<file path="src/rtl/nvdla_glb_intr_ctrl_if.sv">
// Signal bundle between the engines/software register file and the global done-interrupt controller.
interface nvdla_glb_intr_ctrl_if #(
    parameter int NUM_SRC = 6,
    parameter int CNT_W   = 4,
    parameter int TO_W    = 16
);
    logic [2*NUM_SRC-1:0] done_pd;
    logic [2*NUM_SRC-1:0] mask;
    logic [2*NUM_SRC-1:0] wr_data;
    logic                 wr_clr_vld;
    logic                 wr_set_vld;
    logic                 ovf_clr_vld;
    logic [CNT_W-1:0]     cfg_coal_thresh;
    logic [TO_W-1:0]      cfg_coal_timeout;
    logic [2*NUM_SRC-1:0] status;
    logic [2*NUM_SRC-1:0] ovf;
    logic [CNT_W-1:0]     pending_cnt;
    logic                 core_intr;

    modport master (
        output done_pd, mask, wr_data, wr_clr_vld, wr_set_vld, ovf_clr_vld,
               cfg_coal_thresh, cfg_coal_timeout,
        input  status, ovf, pending_cnt, core_intr
    );

    modport slave (
        input  done_pd, mask, wr_data, wr_clr_vld, wr_set_vld, ovf_clr_vld,
               cfg_coal_thresh, cfg_coal_timeout,
        output status, ovf, pending_cnt, core_intr
    );
endinterface

</file>
<file path="src/rtl/nvdla_glb_intr_ctrl.sv">
// NVDLA global done-interrupt controller: sticky ping/pong done status, overflow flags, level interrupt.
// Optional interrupt coalescing is built when NVDLA_GLB_INTR_COALESCE_EN is defined.
module nvdla_glb_intr_ctrl #(
    parameter int NUM_SRC = 6,
    parameter int CNT_W   = 4,
    parameter int TO_W    = 16
) (
    input  logic                   nvdla_core_clk,
    input  logic                   nvdla_core_rstn,
    nvdla_glb_intr_ctrl_if.slave   intr
);
    localparam int N = 2 * NUM_SRC;

    logic [N-1:0]     done_q;
    logic [N-1:0]     status_q;
    logic [N-1:0]     ovf_q;
    logic [CNT_W-1:0] pending_cnt_q;
    logic             core_intr_q;

    logic [N-1:0]     st_set;
    logic [N-1:0]     st_clr;
    logic [N-1:0]     ovf_set;
    logic [N-1:0]     ovf_clr;
    logic [N-1:0]     unmasked;

    function automatic logic [CNT_W-1:0] popcnt(input logic [N-1:0] v);
        logic [CNT_W-1:0] c;
        c = '0;
        for (int i = 0; i < N; i++) c = c + CNT_W'(v[i]);
        return c;
    endfunction

    // Set beats clear on the same bit; a done that races a clear is not an overflow.
    assign st_set   = done_q | ({N{intr.wr_set_vld}} & intr.wr_data);
    assign st_clr   = {N{intr.wr_clr_vld}} & intr.wr_data;
    assign ovf_set  = done_q & status_q & ~st_clr;
    assign ovf_clr  = {N{intr.ovf_clr_vld}} & intr.wr_data;
    assign unmasked = status_q & ~intr.mask;

    // Stage 0: done capture; stage 1: status/overflow; stage 2: pending count
    always_ff @(posedge nvdla_core_clk or negedge nvdla_core_rstn) begin
        if (!nvdla_core_rstn) begin
            done_q        <= '0;
            status_q      <= '0;
            ovf_q         <= '0;
            pending_cnt_q <= '0;
        end else begin
            done_q        <= intr.done_pd;
            status_q      <= st_set | (status_q & ~st_clr);
            ovf_q         <= ovf_set | (ovf_q & ~ovf_clr);
            pending_cnt_q <= popcnt(unmasked);
        end
    end

`ifdef NVDLA_GLB_INTR_COALESCE_EN
    typedef enum logic [1:0] {IDLE, WAIT, FIRE} coal_state_e;

    coal_state_e      state, state_nxt;
    logic [TO_W-1:0]  tmr, tmr_nxt;
    logic [TO_W:0]    tmr_inc;
    logic [CNT_W-1:0] thr;
    logic             timeout_hit;

    function automatic logic [TO_W-1:0] sat_inc(input logic [TO_W-1:0] v);
        return (&v) ? v : v + TO_W'(1);
    endfunction

    assign thr         = (intr.cfg_coal_thresh == '0) ? CNT_W'(1) : intr.cfg_coal_thresh;
    assign tmr_inc     = {1'b0, tmr} + (TO_W+1)'(1);
    assign timeout_hit = (intr.cfg_coal_timeout != '0) && (tmr_inc >= {1'b0, intr.cfg_coal_timeout});

    always_comb begin
        state_nxt = state;
        tmr_nxt   = '0;
        case (state)
            IDLE: begin
                if (pending_cnt_q >= thr)        state_nxt = FIRE;
                else if (pending_cnt_q != '0)    state_nxt = WAIT;
            end
            WAIT: begin
                tmr_nxt = sat_inc(tmr);
                if (pending_cnt_q == '0)         state_nxt = IDLE;
                else if (pending_cnt_q >= thr)   state_nxt = FIRE;
                else if (timeout_hit)            state_nxt = FIRE;
            end
            FIRE: begin
                if (pending_cnt_q == '0)         state_nxt = IDLE;
            end
            default: state_nxt = IDLE;
        endcase
    end

    // Stage 3: coalescing state; the interrupt flop tracks the next state so it lines up with FIRE
    always_ff @(posedge nvdla_core_clk or negedge nvdla_core_rstn) begin
        if (!nvdla_core_rstn) begin
            state       <= IDLE;
            tmr         <= '0;
            core_intr_q <= 1'b0;
        end else begin
            state       <= state_nxt;
            tmr         <= tmr_nxt;
            core_intr_q <= (state_nxt == FIRE);
        end
    end
`else
    logic unused_cfg;
    assign unused_cfg = ^{intr.cfg_coal_thresh, intr.cfg_coal_timeout};

    // Stage 2: plain level interrupt from unmasked status
    always_ff @(posedge nvdla_core_clk or negedge nvdla_core_rstn) begin
        if (!nvdla_core_rstn) core_intr_q <= 1'b0;
        else                  core_intr_q <= |unmasked;
    end
`endif

    assign intr.status      = status_q;
    assign intr.ovf         = ovf_q;
    assign intr.pending_cnt = pending_cnt_q;
    assign intr.core_intr   = core_intr_q;
endmodule

</file>
<file path="src/flat_wrapper.sv">
// flat-port wrapper written by rule: the top's interface ports become plain ports
module nvdla_glb_intr_ctrl_flat 
#(
    parameter int NUM_SRC = 6,
    parameter int CNT_W   = 4,
    parameter int TO_W    = 16
)
  (nvdla_core_clk, nvdla_core_rstn, intr_done_pd, intr_mask, intr_wr_data, intr_wr_clr_vld, intr_wr_set_vld, intr_ovf_clr_vld, intr_cfg_coal_thresh, intr_cfg_coal_timeout, intr_status, intr_ovf, intr_pending_cnt, intr_core_intr);
  nvdla_glb_intr_ctrl_if #(.NUM_SRC(NUM_SRC), .CNT_W(CNT_W), .TO_W(TO_W)) intr_i ();
  input  logic nvdla_core_clk;
  input  logic nvdla_core_rstn;
  input wire logic [$bits(intr_i.done_pd)-1:0] intr_done_pd;
  input wire logic [$bits(intr_i.mask)-1:0] intr_mask;
  input wire logic [$bits(intr_i.wr_data)-1:0] intr_wr_data;
  input wire logic [$bits(intr_i.wr_clr_vld)-1:0] intr_wr_clr_vld;
  input wire logic [$bits(intr_i.wr_set_vld)-1:0] intr_wr_set_vld;
  input wire logic [$bits(intr_i.ovf_clr_vld)-1:0] intr_ovf_clr_vld;
  input wire logic [$bits(intr_i.cfg_coal_thresh)-1:0] intr_cfg_coal_thresh;
  input wire logic [$bits(intr_i.cfg_coal_timeout)-1:0] intr_cfg_coal_timeout;
  output wire logic [$bits(intr_i.status)-1:0] intr_status;
  output wire logic [$bits(intr_i.ovf)-1:0] intr_ovf;
  output wire logic [$bits(intr_i.pending_cnt)-1:0] intr_pending_cnt;
  output wire logic [$bits(intr_i.core_intr)-1:0] intr_core_intr;
  assign intr_i.done_pd = intr_done_pd;
  assign intr_i.mask = intr_mask;
  assign intr_i.wr_data = intr_wr_data;
  assign intr_i.wr_clr_vld = intr_wr_clr_vld;
  assign intr_i.wr_set_vld = intr_wr_set_vld;
  assign intr_i.ovf_clr_vld = intr_ovf_clr_vld;
  assign intr_i.cfg_coal_thresh = intr_cfg_coal_thresh;
  assign intr_i.cfg_coal_timeout = intr_cfg_coal_timeout;
  assign intr_status = intr_i.status;
  assign intr_ovf = intr_i.ovf;
  assign intr_pending_cnt = intr_i.pending_cnt;
  assign intr_core_intr = intr_i.core_intr;
  nvdla_glb_intr_ctrl #(.NUM_SRC(NUM_SRC), .CNT_W(CNT_W), .TO_W(TO_W)) u_core (.nvdla_core_clk(nvdla_core_clk), .nvdla_core_rstn(nvdla_core_rstn), .intr(intr_i));
endmodule
</file>
<file path="config.mk">
export PLATFORM = sky130hd
export DESIGN_NAME = nvdla_glb_intr_ctrl_flat
export DESIGN_NICKNAME = d
export VERILOG_FILES = /design/src/rtl/nvdla_glb_intr_ctrl_if.sv /design/src/rtl/nvdla_glb_intr_ctrl.sv /design/src/flat_wrapper.sv
export SDC_FILE = /design/constraint.sdc
export NUM_CORES = 1
export LEC_CHECK = 0
export ABC_AREA = 1
export CAP_MARGIN = 20
export CORE_ASPECT_RATIO = 0.9
export CORE_MARGIN = 3
export CORE_UTILIZATION = 44
export DETAILED_ROUTE_END_ITERATION = 8
export PLACE_DENSITY_LB_ADDON = 0.12
export SLEW_MARGIN = 15
export SYNTH_ARGS = -nofsm -noshare
export SYNTH_HDL_FRONTEND = slang
export SYNTH_SLANG_ARGS = --single-unit
</file>
<file path="constraint.sdc">
create_clock -name nvdla_core_clk -period 8.5 [get_ports nvdla_core_clk]
set_clock_uncertainty 0.1 [all_clocks]
set_input_delay 0.85 -clock nvdla_core_clk [delete_from_list [all_inputs] [get_ports nvdla_core_clk]]
set_output_delay 0.85 -clock nvdla_core_clk [all_outputs]
set_load 0.05 [all_outputs]
</file>
==> flow_summary.toml <==
[run_status]
status = "finished, final reports clean"

[floorplan]
core-area_um2 = 3890
rows = 21
io-pin-count = 90
initial_core_util_pct = 48.1
die_w_um = 74.7
die_h_um = 67.9
die-area_um2 = 5070

[cts]
clk_pin_slew_ns = 0.07
cts-root-buf = "clkbuf_8"
cts_buffer_depth = 2
cts_resized = 0
numClockSinks = 41
cts_hold_buf = 0
post-cts-setup-buffer-count = 0
htreeDepth = 2
numCtsBuffers = 5
cts_tree = "done"
clk_latency_ns = 0.29

[yosys]
synthesis.area_um2 = 1870
syn-mean-instance-area_um2 = 9.69
async_flop_share_pct = 100
synth_edf_count = 0
yosysUniqueCellTypes = 15
synth_ff_type = "dfrtp_1"
synth-seq-cells = 41
synthesis.nets = 266
yosysMostFrequentCell = "inv_1"
yosys-top-cells-area = "dfrtp_1 (55%), inv_1 (10%), fa_1 (7.5%), nand2_1 (5.4%), o21ai_2 (4.7%)"
synthTopCellsByCount = "inv_1 (51), dfrtp_1 (41), nand2_1 (27), o21ai_0 (16), a21oi_1 (13)"
yosysTopAreaCellShare_pct = 54.8
synth-seq-area-share_pct = 54.8
postSynthCellCount = 193
synth_area_leader_cell = "dfrtp_1"
yosysWarnings = 0

[finish]
layout-drive-gt1-share_pct = 6.37
fin_nets = 339
fin_area_um2 = 2670
antenna_cells = 0
fillCellCount = 343
ff_latch_area_um2 = 1030
syn_to_final_growth_pct = 42.9
multi_input_area_um2 = 628

[worst_setup_path]
start_kind = "input pin"
crit_slowest_cell = "fa_1"
crit_path_max_incr_delay_ns = 0.57
required_ns = 8.56
end_kind = "register"
crit_buf_inv = 6
path_class = "input pin to register"
critPathArrivalTime_ns = 4.47
path_max_fanout = 2
path_cells = "clkdlybuf4s50_1, nor2_1, inv_1, ha_1, inv_1, fa_1, fa_1, inv_1, fa_1, inv_1, fa_1, inv_1, fa_1"
critPathTopFamily = "adder cells"

[route]
via_per_inst = 4.61
routedWlPerCell_um = 12.6
drtIter0Drc = 41
wl_um = 3950
vias = 1444
highest_layer = "met4"
wl_met2_um = 1980
drc = 0
met3WireLength_um = 210
wl_met1_um = 1730
first_pass_iters = 4
postRouteAntennaNets = 0

[pwr]
pwr-share-seq_pct = 41.0
power_uw = 557
p_sw_share_pct = 36.2
leakage_nw = 1.30
p_per_area_nw_per_um2 = 208
p_sw_uw = 202
clkPwrFrac_pct = 21.4
pwr-share-comb_pct = 37.6
worst_ir_drop_vdd_mv = 0.132
p_int_uw = 355

[grt]
overflow = 0
grt_max_degree = 42
grt_pass1_vias = 1395
track_usage_pct = 17.4
antenna_found_initial = 0
grt_pass1_wl_um = 6360

[place]
port_buffers = 69
place_area_um2 = 2590
gp_congestion = 0.810
dp_hpwl_um = 2970

[sta]
max_slew_margin_pct = 40.4
fmax_mhz = 227
min_period_over_period_pct = 51.9
fin_setup_tns_ns = 0
timing_worst_slew_pin_value_ns = 0.895
drv_slew = 0
rsz0062_at_grt = "no"
hold_viol_final = 0
fin_crit_ns = 4.41
finalSetupViolCount = 0

[worst_hold_path]
hp-class = "register to register"

[job]
maxCapViolCount = 0
power groups by stage:
stage	combinational, mW	sequential (mW)	clock [mW]
2_1_floorplan	0.0651	0.300	0
3_3_place_gp	0.206	0.231	0
3_5_place_dp	0.210	0.232	0
4_1_cts	0.213	0.229	0.121
5_1_grt	0.231	0.230	0.132
6_report	0.209	0.228	0.119
final cells by class:
type / instances / area share, %
clock buffer: 8 / 3.00
timing repair buffer: 69 / 25.7
multi-input combinational: 97 / 23.5
tap: 46 / 2.15
sequential: 41 / 38.4
inverter: 52 / 7.30
tightest hold or removal path: stages (launching register included):
cell     delay [ns]
dfrtp_1        0.34
a21oi_1        0.04
nand2_1        0.05
metrics by stage:
step           hold slack (ns)  utilization [%]  std cells  setup slack [ns]
2_1_floorplan            0.339                -        193              4.41
3_3_place_gp             0.346             66.7        305              3.88
3_5_place_dp             0.350             66.7        305              3.80
4_1_cts                  0.366             68.7        313              4.06
5_1_grt                  0.391             68.7        313              3.93
6_report                 0.359             68.7        313              4.09
cells in the final DEF, fill, tap and decap left out, types with 6 or more instances in the layout:
cell	instances
nand2_1	27
fa_1	7
nor2_1	6
inv_1	51
o21ai_1	10
o21ai_2	10
dfrtp_1	41
o21ai_0	16
clkdlybuf4s50_1	68
a21oi_1	13
kinds of logic (layout without fill, tap and decap cells):
kind of cell | after synthesis | in the layout | synth area share [%]
AND/OR/NAND/NOR | 35 | 35 | 7.16
buffers and inverters | 55 | 129 | 11.6
adder cells (fa/ha/maj) | 12 | 12 | 10.8
XOR/XNOR | 1 | 1 | 0.468
flip-flops | 41 | 41 | 54.8
AO/OA/AOI/OAI | 49 | 49 | 15.1
sequential cells by signal, indices dropped and copies added, names as in the netlist:
register and cells:
u_core.intr.pending_cnt 4, u_core.intr.status 12, u_core.intr.core_intr 1, u_core.intr.ovf 12, u_core.done_q 12
path summary, 6_finish.rpt:
path | from | endpoint | slack [ns] | depth (start not counted)
worst max-delay path | intr_mask[0] | u_core.intr.pending_cnt[1] | 4.09 | 13
worst max register to register | u_core.intr.status[0] | u_core.intr.pending_cnt[1] | 4.65 | 13
min in group asynchronous | nvdla_core_rstn | u_core.intr.ovf[11] | 0.58 | 1
worst min-delay path | u_core.done_q[8] | u_core.intr.status[8] | 0.36 | 2
worst min register to register | u_core.done_q[8] | u_core.intr.status[8] | 0.36 | 2
max in group asynchronous | nvdla_core_rstn | u_core.done_q[3] | 7.15 | 1
metal layers:
metal,GRT usage [%],vias to the layer above
met4,5.33,0
met5,0,-
li1,-,733
met1,22.1,666
met3,4.99,4
met2,28.8,41
No activity file was read; power rests on OpenSTA's default activity.
